<file path="src/rtl/multicycle_control.sv">
// Multi-cycle control FSM (IF->DEC->EXEC->MEM->WB) with a variable-latency data memory handshake.
// Define ILLEGAL_TRAP_EN to trap undecoded opcodes; otherwise they retire as NOPs.
module multicycle_control #(
    parameter int ALU_FUNC_W = 4,
    parameter int CNT_W      = 32
) (
    input  logic                  Clk,
    input  logic                  Reset,
    input  logic [31:0]           Instr,
    input  logic                  Zero,
    input  logic                  Mem_Ack,
    output logic                  IR_LdEn,
    output logic                  PC_Sel,
    output logic                  PC_LdEn,
    output logic                  RF_WrEn,
    output logic                  RF_WrData_sel,
    output logic                  RF_B_sel,
    output logic                  ALU_Bin_sel,
    output logic [ALU_FUNC_W-1:0] ALU_func,
    output logic                  Mem_Req,
    output logic                  Mem_WrEn,
    output logic [CNT_W-1:0]      Instr_Cnt,
    output logic                  Illegal
);

    typedef enum logic [2:0] {
        S_IF, S_DEC, S_EXEC, S_MEM, S_WB, S_TRAP
    } state_t;

    localparam logic [5:0] OP_ALUR = 6'b100000;
    localparam logic [5:0] OP_LI   = 6'b111000;
    localparam logic [5:0] OP_ADDI = 6'b110000;
    localparam logic [5:0] OP_ANDI = 6'b110010;
    localparam logic [5:0] OP_ORI  = 6'b110011;
    localparam logic [5:0] OP_LW   = 6'b001111;
    localparam logic [5:0] OP_LB   = 6'b000011;
    localparam logic [5:0] OP_SW   = 6'b011111;
    localparam logic [5:0] OP_SB   = 6'b000111;
    localparam logic [5:0] OP_B    = 6'b111111;
    localparam logic [5:0] OP_BEQ  = 6'b000000;
    localparam logic [5:0] OP_BNE  = 6'b000001;

    state_t                  state, stateNext;
    logic [5:0]              opcode;
    logic [ALU_FUNC_W-1:0]   func;
    logic                    isAluR, isImm, isLoad, isStore, isB, isBeq, isBne, isLegal;
    logic                    unusedInstr;

    // Only opcode and the low func bits are of interest to control.
    assign unusedInstr = ^Instr[25:ALU_FUNC_W];

    assign isAluR  = (opcode == OP_ALUR);
    assign isImm   = (opcode == OP_LI) || (opcode == OP_ADDI) ||
                     (opcode == OP_ANDI) || (opcode == OP_ORI);
    assign isLoad  = (opcode == OP_LW) || (opcode == OP_LB);
    assign isStore = (opcode == OP_SW) || (opcode == OP_SB);
    assign isB     = (opcode == OP_B);
    assign isBeq   = (opcode == OP_BEQ);
    assign isBne   = (opcode == OP_BNE);
    assign isLegal = isAluR || isImm || isLoad || isStore || isB || isBeq || isBne;

    always_comb begin
        stateNext = state;
        case (state)
            S_IF:   stateNext = S_DEC;
            S_DEC:  stateNext = S_EXEC;
            S_EXEC: begin
                if (isAluR || isImm)
                    stateNext = S_WB;
                else if (isLoad || isStore)
                    stateNext = S_MEM;
                else if (isLegal)
                    stateNext = S_IF;
                else
`ifdef ILLEGAL_TRAP_EN
                    stateNext = S_TRAP;
`else
                    stateNext = S_IF;
`endif
            end
            S_MEM:  if (Mem_Ack) stateNext = isStore ? S_IF : S_WB;
            S_WB:   stateNext = S_IF;
            S_TRAP: stateNext = S_TRAP;
            default: stateNext = S_IF;
        endcase
    end

    always_ff @(posedge Clk or negedge Reset) begin
        if (!Reset) begin
            state  <= S_IF;
            opcode <= '0;
            func   <= '0;
        end else begin
            state <= stateNext;
            if (state == S_IF) begin
                opcode <= Instr[31:26];
                func   <= Instr[ALU_FUNC_W-1:0];
            end
        end
    end

    // Outputs decode registered state/opcode; Reset gates them low asynchronously.
    always_comb begin
        IR_LdEn       = 1'b0;
        PC_Sel        = 1'b0;
        PC_LdEn       = 1'b0;
        RF_WrEn       = 1'b0;
        RF_WrData_sel = 1'b0;
        RF_B_sel      = 1'b0;
        ALU_Bin_sel   = 1'b0;
        ALU_func      = '0;
        Mem_Req       = 1'b0;
        Mem_WrEn      = 1'b0;
        if (Reset) begin
            // ALU controls stay stable from EXEC until the instruction retires.
            if (state == S_EXEC || state == S_MEM || state == S_WB) begin
                ALU_Bin_sel = isImm || isLoad || isStore;
                if (isAluR)
                    ALU_func = func;
                else if (opcode == OP_ANDI)
                    ALU_func = ALU_FUNC_W'(2);
                else if (opcode == OP_ORI)
                    ALU_func = ALU_FUNC_W'(3);
                else if (isBeq || isBne)
                    ALU_func = ALU_FUNC_W'(1);
            end
            case (state)
                S_IF:   IR_LdEn = 1'b1;
                S_DEC:  RF_B_sel = !(isAluR || isB);
                S_EXEC: begin
                    PC_Sel = isB || (isBeq && Zero) || (isBne && !Zero);
`ifdef ILLEGAL_TRAP_EN
                    PC_LdEn = isB || isBeq || isBne;
`else
                    PC_LdEn = isB || isBeq || isBne || !isLegal;
`endif
                end
                S_MEM: begin
                    Mem_Req  = 1'b1;
                    Mem_WrEn = isStore;
                    PC_LdEn  = Mem_Ack && isStore;
                end
                S_WB: begin
                    RF_WrEn       = 1'b1;
                    PC_LdEn       = 1'b1;
                    RF_WrData_sel = !isLoad;
                end
                default: ;
            endcase
        end
    end

`ifdef ILLEGAL_TRAP_EN
    assign Illegal = Reset && (state == S_TRAP);
`else
    assign Illegal = 1'b0;
`endif

    always_ff @(posedge Clk or negedge Reset) begin
        if (!Reset)
            Instr_Cnt <= '0;
        else if (PC_LdEn)
            Instr_Cnt <= Instr_Cnt + 1'b1;
    end

endmodule

</file>
<file path="config.mk">
export PLATFORM = sky130hd
export DESIGN_NAME = multicycle_control
export DESIGN_NICKNAME = d
export VERILOG_FILES = /design/src/rtl/multicycle_control.sv
export SDC_FILE = /design/constraint.sdc
export NUM_CORES = 1
export LEC_CHECK = 0
export CORE_UTILIZATION = 58
export DETAILED_ROUTE_END_ITERATION = 7
export DONT_BUFFER_PORTS = 1
export GPL_TIMING_DRIVEN = 0
export PLACE_DENSITY_LB_ADDON = 0.25
export SLEW_MARGIN = 25
export SYNTH_ARGS = -nofsm -noshare
export SYNTH_HDL_FRONTEND = slang
export SYNTH_SLANG_ARGS = --single-unit
</file>
<file path="constraint.sdc">
create_clock -name Clk -period 4.47 [get_ports Clk]
set_clock_uncertainty 0.2 [all_clocks]
set_input_delay 0.2235 -clock Clk [delete_from_list [all_inputs] [get_ports Clk]]
set_output_delay 0.2235 -clock Clk [all_outputs]
set_load 0.1 [all_outputs]
</file>
; ---- Yosys cells after proc, flatten, opt, wreduce, memory -nomap -nowiden
; Index checks and enable logic that the tools add are counted.
[op_classes]
n_addsub = 1
eq_ne = 17
muxes = 29
n_reduce_logical = 32
[ops]
columns = operator, count
row1 = $eq 6x6->1 const B, 6
row2 = $add 32x1->32 const B, 1
row3 = $logic_or 1x1->1, 23
row4 = $mux 1, 18
row5 = $pmux 3 s5, 1
row6 = $mux 4, 3
row7 = $mux 3, 3
row8 = $eq 3x2->1 const B, 2
row9 = $eq 3x3->1 const B, 2
row10 = $eq 6x1->1 const B, 1
row11 = $eq 6x2->1 const B, 1
row12 = $eq 6x3->1 const B, 1
row13 = $eq 6x4->1 const B, 1
row14 = $eq 6x5->1 const B, 1
row15 = $logic_not 6->1, 1
row16 = $mux 2, 3
row17 = $logic_not 1->1, 4
row18 = $eq 3x1->1 const B, 1
row19 = $logic_and 1x1->1, 3
row20 = $logic_not 3->1, 1
row21 = $pmux 1 s3, 1
row22 = $ne 2x2->1 const B, 1
[word_totals]
ff_bits = 45
in_bits = 36
out_inout_bits = 46

; ---- Longest topological paths before layout
[depth]
depth_word = 14
depth_mapped = 7

; ---- Worst setup path before layout
; Ideal clock, no wire load.
[synth_timing]
kind = register to output
startpoint = register state[0]
endpoint = output port ALU_func[0]
arrival_ns = 3.848
path_slack_ns = 0.199
stages_incl_launch_ff = 5
n_path_buf = 1
path_cell_list = dfrtp_1 clkbuf_1 nor3b_1 o21ai_0 nor4_1
[synth_via]
elab_chain_len = 5
word_cells_on_any_way = 7
cone_classes = eq/ne (3) / mux (2) / reduce/logical (2)
[synth_rtl]
columns = element, line
row1 = start: declaration, 43  ; state_t state, stateNext;
row2 = start signal: assignment, 94  ; state <= stateNext;
row3 = $eq 3x2->1, 116  ; if (state == S_EXEC || state == S_MEM || state == S_WB) begin
row4 = $logic_or 1x1->1, 116
row5 = $logic_or 1x1->1 (*), 116
row6 = $mux 4 (*), 116
row7 = $mux 4 (*), 114  ; if (Reset) begin
row8 = end: declaration, 19  ; output logic [ALU_FUNC_W-1:0] ALU_func,
; Every way passes the cells marked *; elsewhere a longest branch is shown, timed or not.

; ---- Worst setup path after layout
[layout_timing]
startpoint = register state[0]
endpoint = output port IR_LdEn
[layout_via]
elab_chain_len = 3
[layout_rtl]
columns = element, line
row1 = $logic_not 3->1, 127  ; case (state)
row2 = $mux 1, 127
row3 = $mux 1, 114
row4 = end: declaration, 12  ; output logic IR_LdEn,
; Every way passes these cells.

==> impl_metrics.yaml <==
pwr:
  switching_share_pct: 49.1
  p_leak_nw: 1.32
  total_power_mw: 1.72
  seqPwrFrac_pct: 41.6
  p_clk_share_pct: 16.5
  comb_power_share_pct: 42.0
  p_per_area_mw_per_mm2: 572
  intPower_uw: 879
  p_switching_uw: 846
  peakVddDrop_v: 0.000503
setup_path:
  worst_ep_arrival_time_ps: 2740
  startpoint_type: "flop"
  critPathKind: "flop to output pin"
  crit_path_frequent_cell: "clkbuf_1"
  cp-end-kind: "output pin"
  critical_path_required_ps: 4050
  worst-path-max-fanout: 10
  cpMaxStageDelayCell: "and2_1"
  crit_path_max_incr_delay_ps: 840
  crit_path_cell_trace: "clkbuf_1 -> nor3_1 -> clkbuf_1 -> and2_1"
synthesis:
  synth.net_count: 283
  syn_area_per_cell_um2: 10.6
  yosysSeqAreaShare_pct: 43.4
  postSynth.asyncResetShare_pct: 100
  synth.cell_area_mm2: 0.00260
  synth_cell_types: 52
  yosys_warnings: 0
  synth_enable_flop_cells: 0
  ys.flop_type: "dfrtp_1"
  synth_cells: 246
  ys_ff_latch: 45
detailed_routing:
  drt_first_pass_iters: 4
  post_drt_wl_per_cell_um: 18.6
  drt-vias-per-instance: 6.42
  drc: 0
  drt_iter0_markers: 132
  ant_nets: 0
  finalWirelength_um: 5980
  vias: 2062
clocking:
  cts.path.max_buffers: 2
  clkTransAtPathRegs_ps: 90
  htree_levels: 2
  cts_resized: 0
  numCtsBuffers: 5
  clk_latency_ps: 300
  cts_sinks: 45
  root_buffer: "clkbuf_8"
  cts_tree: "yes"
timing:
  fmax_mhz: 317
  hold_violations: 0
  fin_crit_ps: 3160
  setup_viol: 0
  rsz0062_at_grt: "no"
  period_share_pct: 70.7
  worst_pin_slew_ps: 1060
  fin_setup_tns_ps: 0
  drv_slew: 0
  maxSlewHeadroom_pct: 29.4
cells_and_area:
  drive_above_1_share_pct: 19.6
  syn2layout_area_growth_pct: 16.2
  finalNonFillerCells: 321
  n_antenna_cell: 0
  layout_commonest_cell: "dfrtp_1"
  mostFrequentLayoutCells: "45 x dfrtp_1, 24 x xor2_1, 15 x nand2_1"
  final_nets: 307
  fin_area_mm2: 0.00302
floorplanning:
  coreArea_mm2: 0.00414
  die_h_um: 68.9
  initial_core_util_pct: 62.7
  die_width_um: 68.9
  io_pins: 82
  die-area_mm2: 0.00475
  rows: 23
global_route:
  antenna_found_initial: 0
  grt_max_degree: 46
  grt.total_usage_pct: 27.4
  grt_pass1_vias: 1922
  overflow: 0
  grt_pass1_wl_um: 9420
flow_run:
  maxCapViolCount: 0
placement:
  dpl_cell_area_mm2: 0.00277
  gp_congestion: 0.833
  dp.cells: 300
  port_buffers: 0
  hpwl_um: 3990
min_path:
  hold_path_class: "primary input to flop"
status:
  status: "finished, final reports clean"
## metrics by stage
step                      setup WS (ps)  utilization, %  hold WS [ps]
after floorplan                     199               -          -272
after global placement             31.2            64.2          -271
after detailed placement           1430            66.7          -270
after CTS                          1380            72.8          45.2
after global routing               1190            72.8          94.6
final                              1310            72.8          45.7
## cell type report
class | instances | area [µm²]
timing repair buffer | 17 | 209
multi-input combinational | 183 | 1420
clock inverter | 1 | 8.76
fill | 309 | 1130
buffer | 14 | 77.6
inverter | 4 | 15.0
sequential | 45 | 1130
clock buffer | 7 | 96.3
tap | 50 | 62.6
## flip-flops by register name (all words and copies together), names as in the netlist
name,count
opcode,6
Instr_Cnt,32
state,3
func,4
## power by group through the flow
stage                     Combinational [mW]  Clock (mW)  Sequential (mW)
after floorplan                        0.558           0            0.694
after global placement                 0.634           0            0.715
after detailed placement               0.688           0            0.721
after CTS                              0.713       0.289            0.712
after global routing                   0.774       0.301            0.728
final                                  0.724       0.284            0.717
## cells in the mapped netlist (5+ instances only)
library cell,instances,area share [%]
nand2_1,15,2.2
a2111oi_1,6,2.3
nand4_1,14,3.4
mux2_2,9,3.9
xnor2_1,9,3.0
o21ai_0,7,1.3
nor2_1,8,1.2
dfrtp_1,45,43
xor2_1,24,8.1
clkbuf_1,6,0.87
a211oi_1,5,1.4
a21oi_1,11,2.1
nand3_1,9,1.7
a2111oi_2,6,3.5
buf_2,5,0.96
and3_1,7,1.7
## routing by layer
layer	track usage, %	vias to the layer above	part of all wire (%)
met3	7.73	12	7.3
li1	-	961	-
met2	39.3	92	46
met4	9.95	0	1.6
met1	39.1	997	45
met5	0	-	0
## worst max-delay path: cells and delay by family (launching register included)
family        cells  cell delay [ps]
flops             1              390
buf+inv           2              670
simple gates      2             1380
## path summary, 6_finish.rpt
kind / depth (start not counted) / start / slack, ps / to
min in group asynchronous: 2 / Reset / 210 / state[2]$_DFFE_PN0P_
min reg2reg: 1 / func[3]$_DFFE_PN0N_ / 350 / func[3]$_DFFE_PN0N_
max in group asynchronous: 2 / Reset / 3640 / Instr_Cnt[14]$_DFFE_PN0P_
min: 3 / Mem_Ack / 50 / state[2]$_DFFE_PN0P_
max reg2reg: 5 / Instr_Cnt[2]$_DFFE_PN0P_ / 1340 / Instr_Cnt[22]$_DFFE_PN0P_
max: 4 / state[0]$_DFFE_PN0P_ / 1310 / IR_LdEn
## cell families after synthesis
logic type / Yosys count / synth area share (%)
AOI/OAI and AO/OA: 51 / 16.2
other: 1 / 0.144
muxes: 10 / 4.48
and+or+nand+nor: 87 / 20.6
DFF: 45 / 43.4
buffers and inverters: 18 / 3.57
adders and majority gates: 1 / 0.482
xor gates and xnor gates: 33 / 11.1
## what timing repair did
item	4_1_cts	5_1_grt
hold endpoints to repair	57	0
hold buffers	13	0
setup buffers	0	0
(Power assumes the default switching activity.)
